<file path="src/rtl/cw_enc_stream.sv">
// Streaming front-end for a codeword encoder core: buffers message words,
// serialises them bit by bit to the core, and collects the returned
// codewords into a valid/ready output FIFO tagged with an end-of-message flag.
//
// state   | meaning
// IDLE    | waiting for start; core handshakes ignored
// RUN     | message in progress; codewords pushed to output FIFO
// DRAIN   | core finished; waiting for output FIFO to empty
module cw_enc_stream #(
  parameter int IN_W       = 8,
  parameter int IN_DEPTH   = 16,
  parameter int CW_W       = 11,
  parameter int OUT_DEPTH  = 4,
  parameter int CW_PER_MSG = 10,
  parameter int MSB_FIRST  = 1
) (
  input  logic                        clk,
  input  logic                        rst_b,
  input  logic                        start,
  input  logic [IN_W-1:0]             msg_byte,
  input  logic                        wr_en,
  output logic                        wr_full,
  output logic [$clog2(IN_DEPTH):0]   wr_count,
  output logic                        core_start,
  output logic                        core_bit,
  output logic                        core_empty,
  input  logic                        core_rd,
  input  logic [CW_W-1:0]             core_cw,
  input  logic                        core_rdy,
  input  logic                        core_done,
  output logic [CW_W-1:0]             cw_out,
  output logic                        cw_valid,
  input  logic                        cw_ready,
  output logic                        cw_last,
  output logic                        cw_done,
  output logic                        busy,
  output logic [1:0]                  err
);

  localparam int IAW = $clog2(IN_DEPTH);
  localparam int OAW = $clog2(OUT_DEPTH);
  localparam int BCW = $clog2(IN_W + 1);
  localparam int CCW = $clog2(CW_PER_MSG + 1) + 1;
  localparam logic [IAW:0] IN_FULL  = (IAW+1)'(IN_DEPTH);
  localparam logic [OAW:0] OUT_FULL = (OAW+1)'(OUT_DEPTH);
  localparam logic [CCW-1:0] CPM    = CCW'(CW_PER_MSG);

  typedef enum logic [1:0] {S_IDLE, S_RUN, S_DRAIN} state_t;

  state_t          state_q, state_d;
  logic [IN_W-1:0] in_mem [IN_DEPTH];
  logic [IAW-1:0]  in_wp_q, in_wp_d, in_rp_q, in_rp_d;
  logic [IAW:0]    in_cnt_q, in_cnt_d;
  logic [IN_W-1:0] sh_q, sh_d;
  logic [BCW-1:0]  bcnt_q, bcnt_d;
  logic [CW_W:0]   out_mem [OUT_DEPTH];
  logic [OAW-1:0]  out_wp_q, out_wp_d, out_rp_q, out_rp_d;
  logic [OAW:0]    out_cnt_q, out_cnt_d;
  logic [CCW-1:0]  cw_cnt_q, cw_cnt_d, cnt_inc;
  logic [1:0]      err_q, err_d;
  logic            core_start_q, core_start_d;
  logic            in_push, ser_empty, ser_adv, ser_load;
  logic            rdy_run, out_push, out_pop, push_last;
  logic [CW_W:0]   out_head;

  // Input FIFO and bit serialiser; loads only from words already stored.
  always_comb begin
    in_push   = wr_en && (in_cnt_q != IN_FULL);
    ser_empty = (bcnt_q == '0);
    ser_adv   = core_rd && !ser_empty;
    ser_load  = (in_cnt_q != '0) && (ser_empty || (ser_adv && bcnt_q == BCW'(1)));
    in_wp_d   = in_push  ? in_wp_q + 1'b1 : in_wp_q;
    in_rp_d   = ser_load ? in_rp_q + 1'b1 : in_rp_q;
    in_cnt_d  = in_cnt_q + {{IAW{1'b0}}, in_push} - {{IAW{1'b0}}, ser_load};
    sh_d      = sh_q;
    bcnt_d    = bcnt_q;
    if (ser_load) begin
      sh_d   = in_mem[in_rp_q];
      bcnt_d = BCW'(IN_W);
    end else if (ser_adv) begin
      sh_d   = (MSB_FIRST != 0) ? {sh_q[IN_W-2:0], 1'b0} : {1'b0, sh_q[IN_W-1:1]};
      bcnt_d = bcnt_q - 1'b1;
    end
  end

  // Sequencer FSM and output FIFO bookkeeping.
  always_comb begin
    state_d      = state_q;
    cw_cnt_d     = cw_cnt_q;
    err_d        = err_q;
    core_start_d = 1'b0;
    cw_done      = 1'b0;
    cnt_inc      = (cw_cnt_q == '1) ? cw_cnt_q : cw_cnt_q + 1'b1;
    out_pop      = (out_cnt_q != '0) && cw_ready;
    rdy_run      = (state_q == S_RUN) && core_rdy;
    out_push     = rdy_run && ((out_cnt_q != OUT_FULL) || out_pop);
    push_last    = (cnt_inc == CPM);
    if (rdy_run) begin
      cw_cnt_d = cnt_inc;
      if (!out_push) err_d[0] = 1'b1;
      if (cnt_inc > CPM) err_d[1] = 1'b1;
    end
    case (state_q)
      S_IDLE: if (start) begin
        state_d      = S_RUN;
        core_start_d = 1'b1;
        err_d        = 2'b00;
        cw_cnt_d     = '0;
      end
      S_RUN: if (core_done) begin
        state_d = S_DRAIN;
        if (cw_cnt_d != CPM) err_d[1] = 1'b1;
      end
      S_DRAIN: if (out_cnt_q == '0) begin
        state_d = S_IDLE;
        cw_done = 1'b1;
      end
      default: state_d = S_IDLE;
    endcase
    out_wp_d  = out_push ? out_wp_q + 1'b1 : out_wp_q;
    out_rp_d  = out_pop  ? out_rp_q + 1'b1 : out_rp_q;
    out_cnt_d = out_cnt_q + {{OAW{1'b0}}, out_push} - {{OAW{1'b0}}, out_pop};
  end

  // Output drive; data outputs forced low when nothing is held.
  always_comb begin
    out_head   = out_mem[out_rp_q];
    cw_valid   = (out_cnt_q != '0);
    cw_out     = cw_valid ? out_head[CW_W-1:0] : '0;
    cw_last    = cw_valid && out_head[CW_W];
    wr_full    = (in_cnt_q == IN_FULL);
    wr_count   = in_cnt_q;
    core_empty = ser_empty;
    core_bit   = ser_empty ? 1'b0 : ((MSB_FIRST != 0) ? sh_q[IN_W-1] : sh_q[0]);
    core_start = core_start_q;
    busy       = (state_q != S_IDLE);
    err        = err_q;
  end

  // FIFO storage; contents need no reset since the pointers define validity.
  always_ff @(posedge clk) begin
    if (in_push)  in_mem[in_wp_q]   <= msg_byte;
    if (out_push) out_mem[out_wp_q] <= {push_last, core_cw};
  end

  // State registers with synchronous active-low reset.
  always_ff @(posedge clk) begin
    if (!rst_b) begin
      state_q      <= S_IDLE;
      in_wp_q      <= '0;
      in_rp_q      <= '0;
      in_cnt_q     <= '0;
      sh_q         <= '0;
      bcnt_q       <= '0;
      out_wp_q     <= '0;
      out_rp_q     <= '0;
      out_cnt_q    <= '0;
      cw_cnt_q     <= '0;
      err_q        <= '0;
      core_start_q <= 1'b0;
    end else begin
      state_q      <= state_d;
      in_wp_q      <= in_wp_d;
      in_rp_q      <= in_rp_d;
      in_cnt_q     <= in_cnt_d;
      sh_q         <= sh_d;
      bcnt_q       <= bcnt_d;
      out_wp_q     <= out_wp_d;
      out_rp_q     <= out_rp_d;
      out_cnt_q    <= out_cnt_d;
      cw_cnt_q     <= cw_cnt_d;
      err_q        <= err_d;
      core_start_q <= core_start_d;
    end
  end

endmodule

</file>
<file path="config.mk">
export PLATFORM = sky130hd
export DESIGN_NAME = cw_enc_stream
export DESIGN_NICKNAME = d
export VERILOG_FILES = /design/src/rtl/cw_enc_stream.sv
export SDC_FILE = /design/constraint.sdc
export NUM_CORES = 1
export LEC_CHECK = 0
export ABC_AREA = 1
export CORE_MARGIN = 2
export CORE_UTILIZATION = 45
export CTS_CLUSTER_DIAMETER = 100
export DETAILED_ROUTE_END_ITERATION = 10
export PLACE_DENSITY_LB_ADDON = 0.12
export SETUP_SLACK_MARGIN = 0.02
export SLEW_MARGIN = 10
export SYNTH_ARGS = -nofsm -noshare
export SYNTH_HDL_FRONTEND = slang
export SYNTH_SLANG_ARGS = --single-unit
</file>
<file path="constraint.sdc">
create_clock -name clk -period 2.9 [get_ports clk]
set_input_delay 0.29 -clock clk [delete_from_list [all_inputs] [get_ports clk]]
set_output_delay 0.29 -clock clk [all_outputs]
set_load 0.01 [all_outputs]
</file>
==> out/qor.yml <==
floorplan:
  rows: 52
  io_pins: 53
  start_util_pct: 46.1
  coreArea_um2: 20400
  dieWidth_um: 148
  die_area_um2: 22000
  dieHeight_um: 148
worst_setup_path:
  critPathMaxStageDelay_ns: 0.57
  cpMaxStageDelayCell: "clkdlybuf4s50_1"
  cp.required_ns: 2.61
  crit_arrival_ns: 2.26
  worst_r2r_endpoint: "wr_count[4]"
  criticalPathCategory: "reg -> out"
  crit_fanout: 24
  end_kind: "output pin"
  path_cells: "inv_1 > o21ai_0 > a21oi_1 > clkdlybuf4s50_1"
  worstRegToRegCells: 14
  r2r-start: "bcnt_q[0]"
  critPathLaunchType: "flop"
  regToRegSetupSlack_ns: 0.47
routing:
  vias: 6203
  drc: 0
  viasPerCell: 5.05
  wire_per_inst_um: 15.9
  first_pass_iters: 5
  drt_iter0_drc: 370
  finalWirelength_um: 19500
  ant_nets: 0
logic_synthesis:
  synth-seq-cells: 224
  synth_top_area_share_pct: 56.3
  seq_area_frac_synth_pct: 66.6
  synthCells: 872
  synth_area_um2: 9380
  synth_top_cell_by_area: "edfxtp_1"
  synth-async-reset-ratio_pct: 0
  yosys_warnings: 0
  syn-mean-instance-area_um2: 10.8
  synth_enable_flop_cells: 176
  synthTopCellsByArea: "edfxtp_1 56%, dfxtp_1 10%, nor2_1 7.5%, nand3_1 3.6%, o21ai_0 3.4%"
  synth_nets: 920
  synth_cell_types: 34
  ys.flop_type: "edfxtp_1"
global_routing:
  grt_pass1_vias: 5953
  met2_usage_pct: 30.3
  grt_max_degree: 65
  top_usage_layer: "met2"
  use_met3_pct: 2.64
  grt_pass1_wl_um: 31100
  track_usage_pct: 18.0
  grt_overflow: 0
  grt_use_met1_pct: 24.2
  antenna_found_initial: 0
clock_tree:
  cts_inserted_buffers: 23
  cts.clk_slew.worst_paths_ns: 0.06
  cts-root-buf: "clkbuf_16"
  cts_resized: 0
  worstSkewPairLatency_ns: 0.50
  clock-sinks: 224
  clockBufferDepth: 3
  htree_levels: 1
  ctsHoldBuffers: 0
  cts_tree: "done"
  postCtsSetupBuffers: 0
worst_hold_path:
  whs_path_depth: 3
  hold_class: "in -> reg"
  min-delay-start: "start"
  hold-path-endpoint: "core_start"
layout:
  layout.nets: 990
  final_layout_size_suffix_gt1_share_pct: 8.14
  syn_to_final_growth_pct: 16.9
  post-route-util_pct: 53.9
  n_antenna_cell: 0
power_and_ir_drop:
  max-vdd-ir-drop_v: 0.000528
  p_leak_uw: 0.00400
  power_density_nw_per_um2: 861
timing:
  timing.fmax_mhz: 392
  tightest_slew_ns: 0.754
  slew_viol_final: 0
  finalHoldViolations: 0
  slew_headroom_pct: 49.6
  period_share_pct: 87.9
  rsz0062_at_grt: "false"
  period_needed_ns: 2.55
  setup_violations: 0
  tns_ns: 0
  clock_skew_ns: 0.0162
placed_design:
  place.gp.congestion: 0.808
  numPortBuffers: 52
  dp_hpwl_um: 12300
flow_run:
  drv_cap: 0
outcome:
  status: "finished clean"
==> where the power goes <==
group | internal (uW) | total [uW] | switching [uW]
clock network | 1560 | 2710 | 1140
logic | 1140 | 2890 | 1750
registers | 3700 | 3850 | 150
total | 6400 | 9450 | 3040
==> through the flow <==
stage	worst slack [ns]	area, um^2	hold slack [ns]	instances	total power, uW
after CTS	0.302	11000	0.382	1228	9560
after global routing	0.141	11000	0.406	1228	10100
after global placement	0.436	10300	0.453	1187	6830
final	0.351	11000	0.401	1228	9450
after detailed placement	0.382	10300	0.458	1187	6850
after floorplan	0.458	9380	0.389	872	5860
==> logic make-up after synthesis <==
kind of cell | after synthesis | share of synthesized area [%]
and+or+nand+nor | 351 | 15.5
DFF | 224 | 66.6
AOI/OAI and AO/OA | 162 | 9.33
buffers and inverters | 111 | 5.35
adders and majority gates | 21 | 2.96
xor gates and xnor gates | 3 | 0.280
==> state kept, by name, indices dropped and copies added (netlist names), named ones only <==
| register | cells |
|---|---|
| out_wp_q | 2 |
| in_rp_q | 4 |
| in_wp_q | 4 |
| out_mem | 48 |
| in_mem | 128 |
| out_rp_q | 2 |
| core_start | 1 |
| state_q | 2 |
| out_cnt_q | 3 |
| cw_cnt_q | 5 |
| bcnt_q | 4 |
| wr_count | 5 |
| err | 2 |
| sh_q | 8 |
==> critical path, delay by kind of cell, from the launching register on <==
family	cells	cell delay (ns)
flops	1	0.31
compound gates	2	0.42
buf+inv	2	1.04
==> placed cells by master (no fill, tap or decap), types with 5 or more instances in the layout <==
cell type,synthesis,final
clkinv_1,1,5
nand4_1,6,6
o21ai_0,64,64
nor2_1,187,187
clkbuf_16,0,24
ha_1,19,19
nand3_1,67,67
edfxtp_1,176,176
inv_1,65,65
a21oi_1,39,39
dfxtp_1,48,47
clkinv_2,0,5
o21ai_1,33,33
buf_4,5,30
inv_2,5,5
nand2_1,83,83
clkbuf_1,7,5
clkdlybuf4s50_1,0,52
o211ai_1,22,22
==> worst max path at each step <==
stage | start | to | slack [ns]
2_1_floorplan | bcnt_q[0] | wr_count[4] | 0.46
6_report | flop | cw_out[3] | 0.35
3_5_place_dp | core_rd | wr_count[4] | 0.38
4_1_cts | flop | cw_out[3] | 0.30
3_3_place_gp | core_rd | wr_count[4] | 0.44
5_1_grt | flop | cw_out[9] | 0.14
==> per-layer routing <==
layer	wire length (um)	part of all wire [%]
met1	8860	45
met2	9350	48
met3	718	3.7
met4	622	3.2
met5	0	0
==> synth_stat cells (3+ instances only) <==
library cell    n
o21ai_0        64
inv_2           5
buf_2          18
nand2_1        83
o211ai_1       22
o21ai_1        33
ha_1           19
nand3_1        67
nand4_1         6
inv_1          65
buf_6           5
edfxtp_1      176
buf_1           3
clkbuf_1        7
nor2_1        187
a21oi_1        39
buf_4           5
dfxtp_1        48
==> area by class of cell <==
type                    count  area, um^2
flip-flops and latches    224        6250
inverters                  72         275
well taps                 270         338
repair buffers             84         786
clock buffers              32         652
clock inverters             9        40.0
fillers                  1775        9390
multi-input cells         537        2640
(Power assumes the default switching activity.)
